===== src/rtl/pet_controller.sv =====
// pet_controller: top-level sequencing FSM of the virtual-pet game (sprite requests + care pulses).
// Define PET_CTRL_KEY_SYNC_EN to pass start_key/care_key through a two-flop synchronizer.
module pet_controller #(
    parameter logic [5:0] ANIM_FRAMES = 6'd30
) (
    input  logic       clk,
    input  logic       resetn,
    input  logic       start_key,
    input  logic [4:0] care_key,
    input  logic       hungry,
    input  logic       bored,
    input  logic       dirty,
    input  logic       sick,
    input  logic       dying,
    input  logic       deceased,
    input  logic       asleep,
    input  logic       frame_tick,
    input  logic       draw_done,
    output logic       draw_bg,
    output logic       draw_start,
    output logic       draw_end,
    output logic       draw_pet,
    output logic       draw_zs,
    output logic       draw_food,
    output logic       draw_ball,
    output logic       draw_broom,
    output logic       draw_pills,
    output logic       draw_firstAid,
    output logic       draw_hunger,
    output logic       draw_bored,
    output logic       draw_dirty,
    output logic       draw_sick,
    output logic       draw_dying,
    output logic       foodGiven,
    output logic       ballGiven,
    output logic       broomGiven,
    output logic       pillsGiven,
    output logic       firstAidGiven
);

    typedef enum logic [3:0] {
        ST_RST,
        ST_START,
        ST_WAIT_START,
        ST_BG,
        ST_PET,
        ST_STATUS,
        ST_ZS,
        ST_OBJ,
        ST_IDLE,
        ST_GIVE,
        ST_END,
        ST_DEAD
    } state_t;

    localparam logic [2:0] IT_NONE  = 3'd0;
    localparam logic [2:0] IT_FOOD  = 3'd1;
    localparam logic [2:0] IT_BALL  = 3'd2;
    localparam logic [2:0] IT_BROOM = 3'd3;
    localparam logic [2:0] IT_PILLS = 3'd4;
    localparam logic [2:0] IT_AID   = 3'd5;

    localparam int D_BG     = 0;
    localparam int D_START  = 1;
    localparam int D_END    = 2;
    localparam int D_PET    = 3;
    localparam int D_ZS     = 4;
    localparam int D_FOOD   = 5;
    localparam int D_BALL   = 6;
    localparam int D_BROOM  = 7;
    localparam int D_PILLS  = 8;
    localparam int D_AID    = 9;

    function automatic logic [2:0] pick_item(input logic [4:0] e);
        logic [2:0] it;
        it = IT_NONE;
        if (e[0])      it = IT_FOOD;
        else if (e[1]) it = IT_BALL;
        else if (e[2]) it = IT_BROOM;
        else if (e[3]) it = IT_PILLS;
        else if (e[4]) it = IT_AID;
        return it;
    endfunction

    // One-hot bubble {dying, sick, dirty, bored, hunger}, highest priority first.
    function automatic logic [4:0] pick_bubble(input logic hun, input logic bor,
                                               input logic dir, input logic sic,
                                               input logic dyi);
        logic [4:0] b;
        b = 5'b00000;
        if (dyi)      b = 5'b10000;
        else if (sic) b = 5'b01000;
        else if (hun) b = 5'b00001;
        else if (dir) b = 5'b00100;
        else if (bor) b = 5'b00010;
        return b;
    endfunction

    // Key path: bit 0 is start_key, bits 5:1 are care_key.
    logic [5:0] keys_raw;
    logic [5:0] keys_s;
    assign keys_raw = {care_key, start_key};

`ifdef PET_CTRL_KEY_SYNC_EN
    logic [5:0] sync1_q;
    logic [5:0] sync2_q;
    always_ff @(posedge clk) begin
        if (!resetn) begin
            sync1_q <= '0;
            sync2_q <= '0;
        end else begin
            sync1_q <= keys_raw;
            sync2_q <= sync1_q;
        end
    end
    assign keys_s = sync2_q;
`else
    assign keys_s = keys_raw;
`endif

    state_t      state_q, state_d;
    logic        armed_q;
    logic [5:0]  key_q;
    logic [5:0]  edge_q;
    logic [2:0]  pending_q, pending_d;
    logic [2:0]  item_q, item_d;
    logic [5:0]  cnt_q, cnt_d;
    logic [4:0]  bubble_q, bubble_d;
    logic [14:0] draw_q, draw_d;
    logic [4:0]  given_q, given_d;

    logic [4:0] care_edge;
    logic       start_edge;
    logic       status_any;
    logic       anim_active;

    assign care_edge   = edge_q[5:1];
    assign start_edge  = edge_q[0];
    assign status_any  = hungry | bored | dirty | sick | dying;
    assign anim_active = (item_q != IT_NONE);

    always_comb begin
        state_d   = state_q;
        pending_d = pending_q;
        item_d    = item_q;
        cnt_d     = cnt_q;
        bubble_d  = bubble_q;

        // A new care request is only latched when nothing is queued or playing.
        if ((pending_q == IT_NONE) && !anim_active && !asleep && (care_edge != 5'b0) &&
            (state_q != ST_END) && (state_q != ST_DEAD)) begin
            pending_d = pick_item(care_edge);
        end

        case (state_q)
            ST_RST:        if (armed_q) state_d = ST_START;
            ST_START:      if (draw_done) state_d = ST_WAIT_START;
            ST_WAIT_START: if (start_edge) state_d = ST_BG;
            ST_BG:         if (draw_done) state_d = ST_PET;
            ST_PET: begin
                if (draw_done) begin
                    if (anim_active) begin
                        state_d = ST_OBJ;
                    end else if (status_any) begin
                        state_d  = ST_STATUS;
                        bubble_d = pick_bubble(hungry, bored, dirty, sick, dying);
                    end else if (asleep) begin
                        state_d = ST_ZS;
                    end else begin
                        state_d = ST_IDLE;
                    end
                end
            end
            ST_STATUS:     if (draw_done) state_d = asleep ? ST_ZS : ST_IDLE;
            ST_ZS:         if (draw_done) state_d = ST_IDLE;
            ST_OBJ:        if (draw_done) state_d = ST_IDLE;
            ST_IDLE: begin
                if (deceased) begin
                    state_d   = ST_END;
                    item_d    = IT_NONE;
                    pending_d = IT_NONE;
                    cnt_d     = 6'd0;
                end else if ((pending_q != IT_NONE) && !anim_active) begin
                    state_d   = ST_BG;
                    item_d    = pending_q;
                    pending_d = IT_NONE;
                    cnt_d     = 6'd0;
                end else if (frame_tick && anim_active && (cnt_q == ANIM_FRAMES - 6'd1)) begin
                    state_d = ST_GIVE;
                end else if (frame_tick) begin
                    state_d = ST_BG;
                    if (anim_active) cnt_d = cnt_q + 6'd1;
                end
            end
            ST_GIVE: begin
                state_d = ST_BG;
                item_d  = IT_NONE;
                cnt_d   = 6'd0;
            end
            ST_END:        if (draw_done) state_d = ST_DEAD;
            ST_DEAD:       state_d = ST_DEAD;
            default:       state_d = ST_RST;
        endcase
    end

    // Outputs are decoded from the next state so each request rises with its state.
    always_comb begin
        draw_d  = '0;
        given_d = '0;
        case (state_d)
            ST_BG:     draw_d[D_BG]    = 1'b1;
            ST_START:  draw_d[D_START] = 1'b1;
            ST_END:    draw_d[D_END]   = 1'b1;
            ST_PET:    draw_d[D_PET]   = 1'b1;
            ST_ZS:     draw_d[D_ZS]    = 1'b1;
            ST_STATUS: draw_d[14:10]   = bubble_d;
            ST_OBJ: begin
                case (item_d)
                    IT_FOOD:  draw_d[D_FOOD]  = 1'b1;
                    IT_BALL:  draw_d[D_BALL]  = 1'b1;
                    IT_BROOM: draw_d[D_BROOM] = 1'b1;
                    IT_PILLS: draw_d[D_PILLS] = 1'b1;
                    IT_AID:   draw_d[D_AID]   = 1'b1;
                    default:  draw_d          = '0;
                endcase
            end
            ST_GIVE: begin
                case (item_d)
                    IT_FOOD:  given_d[0] = 1'b1;
                    IT_BALL:  given_d[1] = 1'b1;
                    IT_BROOM: given_d[2] = 1'b1;
                    IT_PILLS: given_d[3] = 1'b1;
                    IT_AID:   given_d[4] = 1'b1;
                    default:  given_d    = '0;
                endcase
            end
            default: begin
                draw_d  = '0;
                given_d = '0;
            end
        endcase
    end

    // armed_q holds RST for one cycle after reset release.
    always_ff @(posedge clk) begin
        if (!resetn) begin
            state_q   <= ST_RST;
            armed_q   <= 1'b0;
            key_q     <= '0;
            edge_q    <= '0;
            pending_q <= IT_NONE;
            item_q    <= IT_NONE;
            cnt_q     <= 6'd0;
            bubble_q  <= 5'b0;
            draw_q    <= '0;
            given_q   <= '0;
        end else begin
            state_q   <= state_d;
            armed_q   <= 1'b1;
            key_q     <= keys_s;
            edge_q    <= keys_s & ~key_q;
            pending_q <= pending_d;
            item_q    <= item_d;
            cnt_q     <= cnt_d;
            bubble_q  <= bubble_d;
            draw_q    <= draw_d;
            given_q   <= given_d;
        end
    end

    assign draw_bg       = draw_q[D_BG];
    assign draw_start    = draw_q[D_START];
    assign draw_end      = draw_q[D_END];
    assign draw_pet      = draw_q[D_PET];
    assign draw_zs       = draw_q[D_ZS];
    assign draw_food     = draw_q[D_FOOD];
    assign draw_ball     = draw_q[D_BALL];
    assign draw_broom    = draw_q[D_BROOM];
    assign draw_pills    = draw_q[D_PILLS];
    assign draw_firstAid = draw_q[D_AID];
    assign draw_hunger   = draw_q[10];
    assign draw_bored    = draw_q[11];
    assign draw_dirty    = draw_q[12];
    assign draw_sick     = draw_q[13];
    assign draw_dying    = draw_q[14];
    assign foodGiven     = given_q[0];
    assign ballGiven     = given_q[1];
    assign broomGiven    = given_q[2];
    assign pillsGiven    = given_q[3];
    assign firstAidGiven = given_q[4];

endmodule


===== config.mk =====
export PLATFORM = sky130hd
export DESIGN_NAME = pet_controller
export DESIGN_NICKNAME = d
export VERILOG_FILES = /design/src/rtl/pet_controller.sv
export SDC_FILE = /design/constraint.sdc
export NUM_CORES = 1
export LEC_CHECK = 0
export CELL_PAD_IN_SITES_DETAIL_PLACEMENT = 0
export CELL_PAD_IN_SITES_GLOBAL_PLACEMENT = 2
export CORE_MARGIN = 10
export CORE_UTILIZATION = 33
export DETAILED_ROUTE_END_ITERATION = 10
export PLACE_DENSITY_LB_ADDON = 0.1
export SLEW_MARGIN = 10
export SYNTH_ARGS = -nofsm -noshare
export SYNTH_HDL_FRONTEND = slang
export SYNTH_SLANG_ARGS = --single-unit

===== constraint.sdc =====
create_clock -name clk -period 2.8 [get_ports clk]
set_clock_uncertainty 0.05 [all_clocks]
set_input_delay 0.56 -clock clk [delete_from_list [all_inputs] [get_ports clk]]
set_output_delay 0.56 -clock clk [all_outputs]
set_load 0.005 [all_outputs]

==> qor.yml <==
outcome: "completed"
die_w_um: 106.5
drv_slew: 0
multi_input_area_sq_um: 1297
tritoncts: "built"
required_ns: 2.92
path_clk_slew_ns: 0.10
grt_max_degree: 18
netlist_area_sq_um: 2469
placed_cells: 402
critPathKind: "in -> reg"
numCtsBuffers: 5
final_cells: 410
drive_gt1_frac: 0.1672
critPathBufInv: 2
ys_warn_count: 0
cap_violations: 0
post-route-util: 0.4406
synth-seq-cells: 54
drt_iter0_drc: 49
rows: 31
yosys.area.top_type: "dfxtp_1"
port-buffer-count: 36
grt_antenna_before_repair: 0
first_pass_iters: 4
leakage_nw: 1.144
io_pins: 37
power.total_mw: 1.644
routed_wl_mm: 5.999
max_freq_ghz: 0.4155
vias_per_cell: 4.920
ctsResizeCount: 0
syn_to_final_growth_pct: 29.45
finalNetCount: 329
grt_usage: 0.1068
core_sq_um: 7253
grt-ovfl-total: 0
routedWlPerCell_um: 14.63
start_util: 0.3403
clock-root-buffer: "clkbuf_8"
crit_family: "simple AND/OR/NAND/NOR gates"
timing.hold.ws_ns: 0.3348
seqCellArea_sq_um: 1081
min_period_ns: 2.407
place_hpwl_mm: 4.668
crit_path_cell_trace: "clkdlybuf4s50_1 -> or4_4 -> o311ai_2 -> nand3_2 -> o32ai_4 -> buf_4 -> nor3_1"
finalSetupTns_ns: 0
ys_seq_area_frac: 0.4379
endpoint_kind: "register"
die_y_um: 106.5
finalCritPeriodShare: 0.8596
n_antenna_cell: 0
grt_pass1_wl_mm: 9.901
die_area_sq_um: 11340
globalplace.congestion: 0.7812
yosys-top-cells-count: "dfxtp_1, nor2_1, nor3_1, nor2b_1, and2_1"
htreeDepth: 2
slowest_delay_ns: 0.56
grt_setup_unrepaired: "false"
startpoint_type: "input pin"
clockBufferDepth: 2
slew_headroom: 0.4784
hp-class: "reg -> reg"
vdd_drop_max_v: 0.0002835
synth.most_common_cell: "dfxtp_1"
grt_pass1_vias: 1998
synth_area_leaders: "dfxtp_1, nor2b_1, nor3_1, nor2_1, and2_1"
synth_cell_types: 62
hold_buffers: 0
crit_path_max_fanout: 10
synth-edff-count: 0
tightestPinTransition_ns: 0.7810
synth.avg_cell_area_sq_um: 9.643
syn_inst: 256
syn_nets: 275
synth_top_area_share: 0.4379
p_per_area_nw_per_um2: 514.5
setup_violations: 0
clk_latency_ns: 0.31
hold_viol_final: 0
cp_data_arrival_time_ns: 2.53
crit_slowest_cell: "or4_4"
detail-route-antenna-nets: 0
post_cts_buffers: 0
fillers: 727
vias: 2017
async_flop_share: 0
drc: 0
synth-main-ff-cell: "dfxtp_1"
cts.sinks: 54
==> cells by family (layout without fill, tap and decap cells) <==
family                     Yosys count  in the layout  synth area share
and+or+nand+nor                    122            122            0.2935
AOI/OAI and AO/OA                   54             54            0.2043
DFF                                 54             54            0.4379
buffers and inverters               19             74           0.03649
xor gates and xnor gates             5              5           0.01774
adders and majority gates            2              2           0.01014
==> flip-flops by register name, summed over array words and instances (netlist names), 3 cells and up <==
signal	cells
edge_q	6
draw_q	15
pending_q	3
state_q	4
cnt_q	6
bubble_q	5
key_q	6
given_q	5
item_q	3
==> worst paths after layout <==
| kind | startpoint | to | slack, ns | cells after the start |
|---|---|---|---|---|
| worst min-delay path | key_q[4]$_SDFF_PN0_ | edge_q[4]$_SDFF_PN0_ | 0.33 | 1 |
| worst max-delay path | hungry | draw_q[6]$_SDFF_PN0_ | 0.39 | 7 |
| worst min register to register | key_q[4]$_SDFF_PN0_ | edge_q[4]$_SDFF_PN0_ | 0.33 | 1 |
| worst max register to register | item_q[0]$_SDFF_PN0_ | draw_q[1]$_SDFF_PN0_ | 0.44 | 5 |
==> metrics by stage <==
| stage | setup WS, ns | area [sq um] |
|---|---|---|
| final | 0.3932 | 3196 |
| after global routing | 0.1693 | 3196 |
| after CTS | 0.3914 | 3196 |
| after detailed placement | 0.06225 | 3058 |
| after global placement | 0.06408 | 3058 |
| after floorplan | 0.6316 | 2469 |
==> layout make-up <==
class	count	area share
flip-flops and latches	54	0.3383
clock inverters	3	0.02153
clock buffers	5	0.02153
repair buffers	58	0.1644
multi-input cells	183	0.4060
well taps	99	0.03876
inverters	8	0.009397
==> report_power, final <==
part	internal (mW)	leakage [nW]	total, mW	switching (mW)
sequential	0.789	0.439	0.811	0.0226
combinational	0.102	0.636	0.212	0.110
clock	0.358	0.0683	0.621	0.263
==> worst reg2reg max path, delay by kind of cell (launching register included) <==
kind / cells / cell delay [ns]
DFF: 1 / 0.38
and+or+nand+nor: 2 / 0.75
AOI/OAI and AO/OA: 3 / 1.08
==> metal layers <==
layer | up-vias | track usage | share of wire
li1 | 1039 | - | -
met1 | 929 | 0.1300 | 0.47
met2 | 42 | 0.1767 | 0.47
met3 | 7 | 0.03261 | 0.044
met4 | 0 | 0.03288 | 0.013
met5 | - | 0 | 0
==> cell usage in the layout, fill, tap and decap left out, types with 8 or more instances in the layout <==
master and count:
a21oi_1 8, and2_1 9, buf_4 22, clkdlybuf4s50_1 36, dfxtp_1 54, inv_1 8
nand2_1 8, nand3_1 8, nor2_1 21, nor2b_1 19, nor3_1 21
No activity file was read; power rests on OpenSTA's default activity.
